$ cat src/rtl/prog_feeder_if.sv
// Load/replay bus between the program source, the CPU core and prog_feeder.
// master = program source / core side, slave = prog_feeder.
interface prog_feeder_if #(
    parameter int AW = 4,
    parameter int IW = 6
);
    logic          load_start;
    logic          wr_valid;
    logic [IW-1:0] wr_data;
    logic          wr_ready;
    logic          load_done;
    logic          run_start;
    logic [7:0]    pc_in;
    logic          pc_valid;
    logic [IW-1:0] instr_out;
    logic          instr_valid;
    logic [AW:0]   prog_len;
    logic [1:0]    state;
    logic          overflow;

    modport master (
        output load_start, wr_valid, wr_data, load_done, run_start, pc_in, pc_valid,
        input  wr_ready, instr_out, instr_valid, prog_len, state, overflow
    );

    modport slave (
        input  load_start, wr_valid, wr_data, load_done, run_start, pc_in, pc_valid,
        output wr_ready, instr_out, instr_valid, prog_len, state, overflow
    );
endinterface

$ cat src/rtl/prog_feeder.sv
// Program buffer feeding 6-bit instruction words to the 8-bit CPU core by program counter.
// Optional breakpoint halt enabled by defining HIDDENCPU_BREAKPOINT_EN.
//
// state | meaning
// IDLE  | program (possibly empty) held, waiting for load_start/run_start
// LOAD  | accepting words through wr_valid/wr_ready
// RUN   | replaying mem[pc_in] one cycle after each valid pc_in
// HALT  | pc ran past the program (or breakpoint), waiting for restart
module prog_feeder #(
    parameter int            DEPTH    = 16,
    parameter int            AW       = $clog2(DEPTH),
    parameter int            IW       = 6,
    parameter logic [IW-1:0] NOP_WORD = '0
) (
    input  logic        clk,
    input  logic        rst,
`ifdef HIDDENCPU_BREAKPOINT_EN
    input  logic        bp_en,
    input  logic [7:0]  bp_addr,
`endif
    prog_feeder_if.slave bus
);
    localparam logic [1:0] IDLE = 2'd0;
    localparam logic [1:0] LOAD = 2'd1;
    localparam logic [1:0] RUN  = 2'd2;
    localparam logic [1:0] HALT = 2'd3;

    logic [IW-1:0] mem [DEPTH];
    logic [1:0]    state_q;
    logic [AW:0]   wr_ptr;
    logic [AW:0]   prog_len_q;
    logic [IW-1:0] instr_q;
    logic          instr_valid_q;
    logic          overflow_q;

    logic          wr_ready;
    logic          wr_accept;
    logic [7:0]    len_ext;
    logic          pc_in_range;
    logic          bp_hit;

    assign wr_ready    = (state_q == LOAD) && (wr_ptr < (AW+1)'(DEPTH));
    assign wr_accept   = wr_ready && bus.wr_valid;
    // full 8-bit compare so an out-of-range pc never aliases into the buffer
    assign len_ext     = 8'(prog_len_q);
    assign pc_in_range = bus.pc_in < len_ext;

`ifdef HIDDENCPU_BREAKPOINT_EN
    assign bp_hit = bp_en && (bus.pc_in == bp_addr);
`else
    assign bp_hit = 1'b0;
`endif

    // buffer storage carries no reset; prog_len=0 hides stale contents
    always_ff @(posedge clk) begin
        if (!rst && wr_accept && !bus.load_start) begin
            mem[wr_ptr[AW-1:0]] <= bus.wr_data;
        end
    end

    always_ff @(posedge clk) begin
        if (rst) begin
            state_q       <= IDLE;
            wr_ptr        <= '0;
            prog_len_q    <= '0;
            instr_q       <= NOP_WORD;
            instr_valid_q <= 1'b0;
            overflow_q    <= 1'b0;
        end else begin
            instr_q       <= NOP_WORD;
            instr_valid_q <= 1'b0;
            if (bus.load_start) begin
                state_q    <= LOAD;
                wr_ptr     <= '0;
                prog_len_q <= '0;
                overflow_q <= 1'b0;
            end else begin
                case (state_q)
                    IDLE: begin
                        if (bus.run_start && (prog_len_q != '0)) begin
                            state_q <= RUN;
                        end
                    end
                    LOAD: begin
                        if (wr_accept) begin
                            wr_ptr <= wr_ptr + 1'b1;
                        end
                        if (bus.wr_valid && !wr_ready) begin
                            overflow_q <= 1'b1;
                        end
                        if (bus.load_done) begin
                            prog_len_q <= wr_ptr + (AW+1)'(wr_accept);
                            state_q    <= IDLE;
                        end
                    end
                    RUN: begin
                        if (bus.pc_valid) begin
                            if (bp_hit || !pc_in_range) begin
                                state_q <= HALT;
                            end else begin
                                instr_q       <= mem[bus.pc_in[AW-1:0]];
                                instr_valid_q <= 1'b1;
                            end
                        end
                    end
                    HALT: begin
                        if (bus.run_start) begin
                            state_q <= RUN;
                        end
                    end
                    default: state_q <= IDLE;
                endcase
            end
        end
    end

    assign bus.wr_ready    = wr_ready;
    assign bus.instr_out   = instr_q;
    assign bus.instr_valid = instr_valid_q;
    assign bus.prog_len    = prog_len_q;
    assign bus.state       = state_q;
    assign bus.overflow    = overflow_q;
endmodule

$ cat src/flat_wrapper.sv
// flat-port wrapper written by rule: the top's interface ports become plain ports
module prog_feeder_flat 
#(
    parameter int            DEPTH    = 16,
    parameter int            AW       = $clog2(DEPTH),
    parameter int            IW       = 6,
    parameter logic [IW-1:0] NOP_WORD = '0
)
  (clk, rst, bus_load_start, bus_wr_valid, bus_wr_data, bus_load_done, bus_run_start, bus_pc_in, bus_pc_valid, bus_wr_ready, bus_instr_out, bus_instr_valid, bus_prog_len, bus_state, bus_overflow);
  prog_feeder_if #(.AW(AW), .IW(IW)) bus_i ();
  input  logic clk;
  input  logic rst;
  input wire logic [$bits(bus_i.load_start)-1:0] bus_load_start;
  input wire logic [$bits(bus_i.wr_valid)-1:0] bus_wr_valid;
  input wire logic [$bits(bus_i.wr_data)-1:0] bus_wr_data;
  input wire logic [$bits(bus_i.load_done)-1:0] bus_load_done;
  input wire logic [$bits(bus_i.run_start)-1:0] bus_run_start;
  input wire logic [$bits(bus_i.pc_in)-1:0] bus_pc_in;
  input wire logic [$bits(bus_i.pc_valid)-1:0] bus_pc_valid;
  output wire logic [$bits(bus_i.wr_ready)-1:0] bus_wr_ready;
  output wire logic [$bits(bus_i.instr_out)-1:0] bus_instr_out;
  output wire logic [$bits(bus_i.instr_valid)-1:0] bus_instr_valid;
  output wire logic [$bits(bus_i.prog_len)-1:0] bus_prog_len;
  output wire logic [$bits(bus_i.state)-1:0] bus_state;
  output wire logic [$bits(bus_i.overflow)-1:0] bus_overflow;
  assign bus_i.load_start = bus_load_start;
  assign bus_i.wr_valid = bus_wr_valid;
  assign bus_i.wr_data = bus_wr_data;
  assign bus_i.load_done = bus_load_done;
  assign bus_i.run_start = bus_run_start;
  assign bus_i.pc_in = bus_pc_in;
  assign bus_i.pc_valid = bus_pc_valid;
  assign bus_wr_ready = bus_i.wr_ready;
  assign bus_instr_out = bus_i.instr_out;
  assign bus_instr_valid = bus_i.instr_valid;
  assign bus_prog_len = bus_i.prog_len;
  assign bus_state = bus_i.state;
  assign bus_overflow = bus_i.overflow;
  prog_feeder #(.DEPTH(DEPTH), .AW(AW), .IW(IW), .NOP_WORD(NOP_WORD)) u_core (.clk(clk), .rst(rst), .bus(bus_i));
endmodule
$ cat config.mk
export PLATFORM = sky130hd
export DESIGN_NAME = prog_feeder_flat
export DESIGN_NICKNAME = d
export VERILOG_FILES = /design/src/rtl/prog_feeder_if.sv /design/src/rtl/prog_feeder.sv /design/src/flat_wrapper.sv
export SDC_FILE = /design/constraint.sdc
export NUM_CORES = 1
export LEC_CHECK = 0
export CORE_AREA = 3 3 94 96
export CTS_CLUSTER_DIAMETER = 30
export CTS_CLUSTER_SIZE = 14
export DETAILED_ROUTE_END_ITERATION = 10
export DIE_AREA = 0 0 97 99
export PLACE_DENSITY = 0.79
export SYNTH_ARGS = -nofsm -noshare
export SYNTH_HDL_FRONTEND = slang
export SYNTH_SLANG_ARGS = --single-unit
$ cat constraint.sdc
create_clock -name clk -period 3.5 [get_ports clk]
set_input_delay 0.7 -clock clk [delete_from_list [all_inputs] [get_ports clk]]
set_output_delay 0.7 -clock clk [all_outputs]
set_load 0.05 [all_outputs]
==> flow_summary.yaml, run 1 <==
sta:
  hold_viol_final: 0
  period_share_pct: 78.32
  max_freq_ghz: 0.3648
  slew_headroom_pct: 57.57
  finalSetupViolCount: 0
  tns_ns: 0
  min_period_ns: 2.741
  skew_ns: 0.01595
  grt_setup_unrepaired: "no"
  slew_viol_final: 0
  tightest_slew_ns: 0.6342
cts:
  numCtsBuffers: 17
  tritoncts: "done"
  post_cts_buffers: 0
  cts_hold_repair.buffers: 0
  clockRootBuffer: "clkbuf_8"
  htreeDepth: 4
  path_clk_slew_ns: 0.06
  worst_skew_pair.late_latency_ns: 0.52
  clk_path_buf_depth: 2
  cts_sinks: 116
  cts_resized: 0
logic_synthesis:
  syn-cell-area_mm2: 0.004756
  ys_types: 34
  synth_nets: 306
  yosysSeqAreaShare_pct: 69.03
  synth_warnings: 0
  synth_edf_count: 96
  synth_area_per_cell_um2: 17.29
  netlist_instances: 275
  async_flop_share_pct: 0
  synth_ff_type: "edfxtp_1"
  synth-seq-cells: 116
setup_path:
  slowest_stage: "clkdlybuf4s50_1"
  reg2regPathDepth: 4
  timing.rr.start: "u_core.bus.state[0]"
  worst-r2r-setup-slack_ns: 1.50
  cp-start-kind: "flip-flop"
  r2r_end: "u_core.mem[7][4]"
  cp-end-kind: "primary output"
  max_stage_delay_ns: 0.84
  arrival_ns: 2.04
  crit_fanout: 8
  cp.required_ns: 2.80
  crit_chain: "nor3b_1 -> clkdlybuf4s50_1"
  crit_type: "reg -> out"
power:
  peakVddDrop_v: 0.0003340
  p_per_area_mw_per_mm2: 589.5
  power_leakage_nw: 1.949
  power_w: 0.003424
outcome:
  outcome: "complete, no violations"
grt:
  grt_max_degree: 25
  grt_usage_pct: 21.20
  grt_overflow: 0
  grt_pass1_wl_um: 14920
  antenna_found_initial: 0
  grt_pass1_vias: 2689
detailed_routing:
  drtAntennaViolNets: 0
  wl_per_cell_um: 21.59
  drcViolationCount: 0
  routed_wirelength_um: 9501
  viasPerCell: 5.952
  drt_iter0_markers: 287
  vias: 2619
  dr.pass1.iters: 4
layout:
  syn2layout_area_growth_pct: 22.13
  num_antenna_cells: 0
  fin_nets: 353
  layout.cells.non_filler: 440
  utilization_pct: 71.40
  drive_gt1_share_pct: 14.93
  stdcell_area_mm2: 0.005808
run:
  drv_cap: 0
die:
  coreArea_mm2: 0.008134
  core.rowCount: 33
  die_y_um: 99
  io-pin-count: 37
  die_area_mm2: 0.009603
  die_x_um: 97
  start_util_pct: 58.47
placed_design:
  place_area_mm2: 0.005192
  dp_hpwl_um: 5761
  dp.cells: 408
  io_buffers: 36
  place_congestion: 0.7920
min_path:
  min_to: "u_core.bus.prog_len[2]"
  hold_class: "reg -> reg"
  whs_path_depth: 2
  hold_start: "u_core.bus.prog_len[2]"
## power breakdown
group / leakage, nW / total (W) / internal (W) / switching (W)
registers: 1.02 / 0.00150 / 0.00150 / 0.00000386
logic: 0.642 / 0.000150 / 0.0000681 / 0.0000820
clock network: 0.283 / 0.00177 / 0.00117 / 0.000599
total: 1.95 / 0.00342 / 0.00274 / 0.000685
## cells in the mapped netlist (4+ instances only)
library cell	n	area share (%)
xor2_1	4	0.74
mux4_1	14	7.7
nand2_1	7	0.55
dfxtp_1	20	8.4
clkbuf_1	5	0.39
a211oi_1	12	1.9
a21oi_1	5	0.53
nand3_1	4	0.42
ha_1	10	2.6
mux2i_1	8	1.7
inv_1	8	0.63
nor2_1	33	2.6
nor2b_1	8	1.1
edfxtp_1	96	61
mux4_2	10	4.7
## cells by family after synthesis
group	count (synthesis)	synth area share [%]
xor gates and xnor gates	6	1.105
DFF	116	69.03
adders and majority gates	10	2.631
buffers and inverters	22	2.736
muxes	32	14.15
AOI/OAI and AO/OA	25	3.999
and+or+nand+nor	64	6.341
## metal layers
metal  vias up  routed length (um)  track usage [%]
li1       1179                   -                -
met1      1310                4063            28.44
met2       115                4728            32.86
met3        15                 568            5.591
met4         0                 140            9.935
met5         -                   0                0
## registers in the layout (all words and copies together), names as in the netlist
name and flops:
u_core.bus.instr_out 6, u_core.bus.instr_valid 1, u_core.bus.overflow 1, u_core.bus.prog_len 5, u_core.bus.state 2, u_core.mem 96
u_core.wr_ptr 5
## how the worst max path moves through the flow
stage | startpoint | to | slack [ns] | depth (start not counted)
floorplan | u_core.bus.state[0] | bus_wr_ready | 0.88 | 1
global placement | rst | u_core.mem[3][3] | 0.68 | 4
detailed placement | rst | u_core.mem[1][3] | 0.67 | 4
CTS | u_core.bus.state[0] | bus_wr_ready | 0.76 | 2
global route | u_core.bus.state[0] | bus_wr_ready | 0.70 | 2
finish | u_core.bus.state[0] | bus_wr_ready | 0.76 | 2
## stage by stage
| step | hold slack [ns] | worst slack (ns) |
|---|---|---|
| after floorplan | 0.5266 | 0.8803 |
| after global placement | 0.4649 | 0.6840 |
| after detailed placement | 0.4773 | 0.6665 |
| after CTS | 0.5387 | 0.7615 |
| after global routing | 0.5666 | 0.7047 |
| final | 0.5363 | 0.7587 |
## cells in the final DEF (no fill, tap or decap)
cell,Yosys,final
or2_2,1,1
nand3_1,4,4
nor2b_1,8,8
nand4_1,2,2
nand2_1,7,7
a31oi_1,1,1
clkbuf_16,0,16
bufinv_16,0,4
a21oi_1,5,5
inv_1,8,8
nand3b_1,3,3
nor3b_1,1,1
nor4bb_1,1,1
xnor2_1,2,2
and3_1,1,1
mux4_2,10,10
mux4_1,14,14
clkdlybuf4s50_1,0,36
clkbuf_8,0,2
clkinvlp_4,0,5
edfxtp_1,96,96
xor2_1,4,4
nor3_1,2,2
a211oi_2,3,3
a41oi_1,2,2
buf_4,1,6
mux2i_1,8,8
ha_1,10,10
a2bb2oi_1,1,1
clkinv_2,0,1
clkinv_4,0,2
or3_1,1,1
clkbuf_1,5,2
o21ai_0,1,1
a211oi_1,12,12
nor2_1,33,33
dfxtp_1,20,20
## layout make-up
cell class / instances / area (um2)
Tap cell: 105 / 131.4
Sequential cell: 116 / 3283
Multi-Input combinational cell: 137 / 1343
Clock inverter: 12 / 180.2
Clock buffer: 20 / 435.4
Fill cell: 467 / 2326
Inverter: 8 / 30.03
Timing Repair Buffer: 42 / 405.4
## critical path: cells and delay by family (launching register included)
kind	cells	cell delay, ns
buffers and inverters	1	0.84
flip-flops	1	0.45
AND/OR/NAND/NOR	1	0.24
Note: power is estimated with default switching activity, not from simulation.
==> inputs of run 2 (changes only) <==
--- a/config.mk
+++ b/config.mk
@@ -5,12 +5,12 @@
 export SDC_FILE = /design/constraint.sdc
 export NUM_CORES = 1
 export LEC_CHECK = 0
-export CORE_AREA = 3 3 94 96
+export CORE_AREA = 3 3 95 97
 export CTS_CLUSTER_DIAMETER = 30
 export CTS_CLUSTER_SIZE = 14
 export DETAILED_ROUTE_END_ITERATION = 10
-export DIE_AREA = 0 0 97 99
-export PLACE_DENSITY = 0.79
+export DIE_AREA = 0 0 98 100
+export PLACE_DENSITY = 0.78
 export SYNTH_ARGS = -nofsm -noshare
 export SYNTH_HDL_FRONTEND = slang
 export SYNTH_SLANG_ARGS = --single-unit
==> constraint.sdc (replaced) <==
create_clock -name clk -period 2.74 [get_ports clk]
set_input_delay 0.548 -clock clk [delete_from_list [all_inputs] [get_ports clk]]
set_output_delay 0.548 -clock clk [all_outputs]
set_load 0.05 [all_outputs]
==> flow_summary.yaml, run 2 (synthesis gave the netlist of run 1 again) <==
outcome:
  outcome: "complete, no violations"
cts:
  worst_skew_pair.late_latency_ns: 0.51
  numCtsBuffers: 17
  cts_sinks: 116
  tritoncts: "done"
  clk_path_buf_depth: 2
  cts_resized: 0
  path_clk_slew_ns: 0.05
  htreeDepth: 4
  clockRootBuffer: "clkbuf_8"
  cts_hold_repair.buffers: 0
  post_cts_buffers: 0
setup_path:
  r2r_end: "u_core.bus.instr_out[4]"
  max_stage_delay_ns: 0.83
  crit_chain: "nor3b_1 -> clkdlybuf4s50_1"
  cp_top_family: "buffers and inverters"
  cp.required_ns: 2.19
  cp-start-kind: "flip-flop"
  arrival_ns: 1.98
  crit_type: "reg -> out"
  critPathBufInv: 1
  reg2regPathDepth: 7
  cp-end-kind: "primary output"
  worst-r2r-setup-slack_ns: 0.71
  slowest_stage: "clkdlybuf4s50_1"
  crit_fanout: 8
  timing.rr.start: "u_core.bus.prog_len[2]"
die:
  io-pin-count: 37
  die_area_mm2: 0.009800
  die_x_um: 98
  core.rowCount: 33
  coreArea_mm2: 0.008217
  die_y_um: 100
  start_util_pct: 57.88
power:
  power_leakage_nw: 2.034
  peakVddDrop_v: 0.0004965
  combPwrFrac_pct: 4.5
  power_w: 0.004289
  pwr-share-clk_pct: 50.8
  power.internal_w: 0.003460
  switching_share_pct: 19.33
  power_switching_w: 0.0008289
  p_seq_share_pct: 44.7
  p_per_area_mw_per_mm2: 726.5
detailed_routing:
  drt_iter0_markers: 211
  dr.pass1.iters: 5
  drtAntennaViolNets: 0
  vias: 2666
  drcViolationCount: 0
  routed_wirelength_um: 9487
  wl_per_cell_um: 20.85
  viasPerCell: 5.859
layout:
  largest_reg_flops: 96
  fill_cells: 499
  num_antenna_cells: 0
  fin_nets: 368
  stdcell_area_mm2: 0.005904
  utilization_pct: 71.86
  multiInputGateArea_mm2: 0.001343
  final_common_cell: "edfxtp_1"
  layout_common_cells: "edfxtp_1 (96), clkdlybuf4s50_1 (36), nor2_1 (33)"
  syn2layout_area_growth_pct: 24.15
  seq_area_mm2: 0.003283
  drive_gt1_share_pct: 17.43
min_path:
  hold_start: "u_core.bus.overflow"
  min_to: "u_core.bus.overflow"
  whs_path_depth: 2
  hold_class: "reg -> reg"
placed_design:
  place_congestion: 0.7658
  post-place-ws_ns: 0.2146
  dp_hpwl_um: 6015
  place_area_mm2: 0.005318
  io_buffers: 36
sta:
  slew_headroom_pct: 59.35
  tns_ns: 0
  slew_viol_final: 0
  hold_viol_final: 0
  max_freq_ghz: 0.3956
  period_share_pct: 92.25
  finalSetupViolCount: 0
  fin_ws_ns: 0.2124
  grt_setup_unrepaired: "no"
  skew_ns: 0.006275
  tightest_slew_ns: 0.6079
  min_period_ns: 2.528
run:
  drv_cap: 0
grt:
  grt_usage_pct: 21.16
  grt_max_degree: 26
  antenna_found_initial: 0
  grt_pass1_vias: 2708
  grt_overflow: 0
  grt_pass1_wl_um: 15080
run 2: worst max-delay path by stage:
stage,from,endpoint,slack (ns),cells after the start
2_1_floorplan,u_core.bus.state[0],bus_wr_ready,0.27,1
3_3_place_gp,bus_pc_in[0],u_core.bus.instr_out[5],0.25,6
3_5_place_dp,bus_pc_in[2],u_core.bus.instr_out[4],0.21,7
4_1_cts,u_core.bus.state[0],bus_wr_ready,0.19,2
5_1_grt,u_core.bus.state[0],bus_wr_ready,0.09,2
6_report,u_core.bus.state[0],bus_wr_ready,0.21,2
run 2: area by class of cell:
type                       count  share of cell area, %
clock buffer                  20                  7.205
clock inverter                12                  2.734
inverter                       8                 0.5086
multi-input combinational    137                  22.74
sequential                   116                  55.61
tap                          105                  2.225
timing repair buffer          57                  8.985
run 2: layer usage:
metal | GRT usage (%) | vias to the layer above | share of wire, %
met5 | 0 | - | 0
met3 | 5.629 | 23 | 6.6
met4 | 9.798 | 0 | 2.5
li1 | - | 1209 | -
met1 | 27.05 | 1314 | 42
met2 | 34.24 | 120 | 49
run 2: through the flow:
stage	instances	hold WS, ns
5_1_grt	455	0.5579
6_report	455	0.4907
4_1_cts	455	0.4921
3_5_place_dp	423	0.4741
3_3_place_gp	423	0.4606
2_1_floorplan	275	0.5266
run 2: power by group through the flow:
stage	Combinational, W	Clock [W]	Sequential [W]
finish	0.000192	0.00218	0.00192
detailed placement	0.000191	0	0.00195
global placement	0.000187	0	0.00195
global route	0.000206	0.00229	0.00192
CTS	0.000194	0.00221	0.00192
floorplan	0.000104	0	0.00196
run 2: worst reg2reg max path: cells and delay by family (launching register included):
kind            cells  cell delay [ns]
compound gates      4             0.84
fa+ha+maj           1             0.33
buf+inv             1             0.08
flops               1             0.37
simple gates        1             0.32
==> inputs of run 3 (changes only) <==
--- a/config.mk
+++ b/config.mk
@@ -10,6 +10,7 @@
 export CTS_CLUSTER_SIZE = 14
 export DETAILED_ROUTE_END_ITERATION = 10
 export DIE_AREA = 0 0 98 100
+export GPL_TIMING_DRIVEN = 0
 export PLACE_DENSITY = 0.78
 export SYNTH_ARGS = -nofsm -noshare
 export SYNTH_HDL_FRONTEND = slang
==> constraint.sdc (replaced) <==
create_clock -name clk -period 2.74 [get_ports clk]
set_input_delay 0.548 -clock clk [delete_from_list [all_inputs] [get_ports clk]]
set_output_delay 0.548 -clock clk [all_outputs]
set_load 0.1 [all_outputs]
==> flow_summary.yaml, run 3 (synthesis gave the netlist of run 1 again) <==
setup_path:
  slowest_stage: "clkdlybuf4s50_1"
  cp-end-kind: "primary output"
  startpoint: "u_core.bus.prog_len[3]"
  cp_top_family: "buffers and inverters"
  crit_type: "reg -> out"
  crit_chain: "clkdlybuf4s50_1"
  cp.required_ns: 2.19
  crit_fanout: 4
  max_stage_delay_ns: 1.18
  arrival_ns: 2.12
  critPathBufInv: 1
  timing.rr.start: "u_core.bus.state[0]"
  cp-start-kind: "flip-flop"
power:
  p_per_area_mw_per_mm2: 797.6
  power_leakage_nw: 2.039
  peakVddDrop_v: 0.0006330
detailed_routing:
  routed_wirelength_um: 9576
  dr.pass1.iters: 4
  met1_length_um: 3958
  drtAntennaViolNets: 0
  drcViolationCount: 0
  wl_per_cell_um: 21.42
  dr_wl_met2_um: 4916
  viasPerCell: 5.966
  drt_iter0_markers: 135
  highest_layer: "met4"
  vias: 2667
  wl_met3_um: 578
die:
  die_area_mm2: 0.009800
  io-pin-count: 37
  core.rowCount: 33
  die_x_um: 98
  start_util_pct: 57.88
  die_y_um: 100
  coreArea_mm2: 0.008217
run:
  drv_cap: 0
min_path:
  hold_class: "reg -> reg"
  hold_start: "u_core.bus.overflow"
layout:
  fin_nets: 360
  drive_gt1_share_pct: 15.50
  num_antenna_cells: 0
  syn2layout_area_growth_pct: 25.07
  fill_cells: 493
  final_common_cell: "edfxtp_1"
  layout.cells.non_filler: 447
  layout_common_cells: "edfxtp_1 (96), nor2_1 (33), clkdlybuf4s50_1 (32)"
  largest_reg_flops: 96
placed_design:
  place_congestion: 0.7470
  post-place-ws_ns: -0.1259
  dp.cells: 415
  io_buffers: 35
  dp_hpwl_um: 5811
cts:
  cts_hold_repair.buffers: 0
  clk_path_buf_depth: 2
  clockRootBuffer: "clkbuf_8"
  path_clk_slew_ns: 0.06
  numCtsBuffers: 17
  cts_sinks: 116
  post_cts_buffers: 0
  tritoncts: "done"
  worst_skew_pair.late_latency_ns: 0.51
  htreeDepth: 4
sta:
  grt_setup_unrepaired: "no"
  finalSetupViolCount: 0
  hold_viol_final: 0
  slew_viol_final: 0
  min_period_ns: 2.663
  skew_ns: 0.006533
  tightest_slew_ns: 0.9882
  fin_ws_ns: 0.07665
  period_share_pct: 97.20
  slew_headroom_pct: 33.91
  max_freq_ghz: 0.3755
grt:
  antenna_found_initial: 0
  grt_pass1_vias: 2798
  grt_usage_pct: 21.43
  grt_overflow: 0
  grt_max_degree: 17
  grt_pass1_wl_um: 15390
outcome:
  outcome: "complete, no violations"
## run 3: cell count changes in the layout (fill, tap and decap cells not counted), sizes merged, moves of 2 or more
| cell | delta |
|---|---|
| dlygate4sd2 | +2 |
| buf | -12 |
| clkinv | -3 |
| clkdlybuf4s50 | -4 |
| clkbuf | +3 |
| bufinv | +4 |
## run 3: through the flow
stage / hold slack [ns] / power, W / utilization (%) / instance area [um2] / TNS (ns)
finish: 0.4870 / 0.004744 / 72.39 / 5948 / 0
global route: 0.5473 / 0.004868 / 72.39 / 5948 / 0
CTS: 0.4947 / 0.004771 / 72.36 / 5946 / 0
detailed placement: 0.4766 / 0.002160 / 63.88 / 5249 / -2.055
global placement: 0.4825 / 0.002157 / 63.88 / 5249 / -0.4330
floorplan: 0.5697 / 0.002079 / - / 4767 / 0
## run 3: cell type report
class	instances	area, um2	area share [%]
flip-flops and latches	116	3283	55.20
multi-input cells	137	1354	22.76
clock buffers	18	417.9	7.026
repair buffers	35	350.3	5.890
clock inverters	14	281.5	4.733
well taps	105	131.4	2.209
plain buffers	14	100.1	1.683
inverters	8	30.03	0.5048
## run 3: worst paths after layout
path / endpoint / cells past startpoint / slack (ns)
max reg2reg: u_core.mem[7][0] / 4 / 0.49
min reg2reg: u_core.bus.overflow / 2 / 0.49
max: bus_prog_len[3] / 1 / 0.08
min: u_core.bus.overflow / 2 / 0.49
## run 3: timing repair
action / CTS / global route
setup endpoints to repair: 2 / 1
hold endpoints to repair: 0 / 0
gates resized for setup: 2 / 1
## run 3: power breakdown
group          internal [W]  total [W]  switching (W)  leakage [nW]
combinational     0.0000912   0.000208       0.000117         0.684
sequential          0.00191    0.00192     0.00000547          1.02
clock               0.00184    0.00262       0.000778         0.331
total               0.00384    0.00474       0.000900          2.04
## run 3: per-layer routing
metal  GRT usage (%)  vias up
met1           28.35     1357
met2           34.29      109
met5               0        -
li1                -     1191
met4           9.052        0
met3           5.420       10
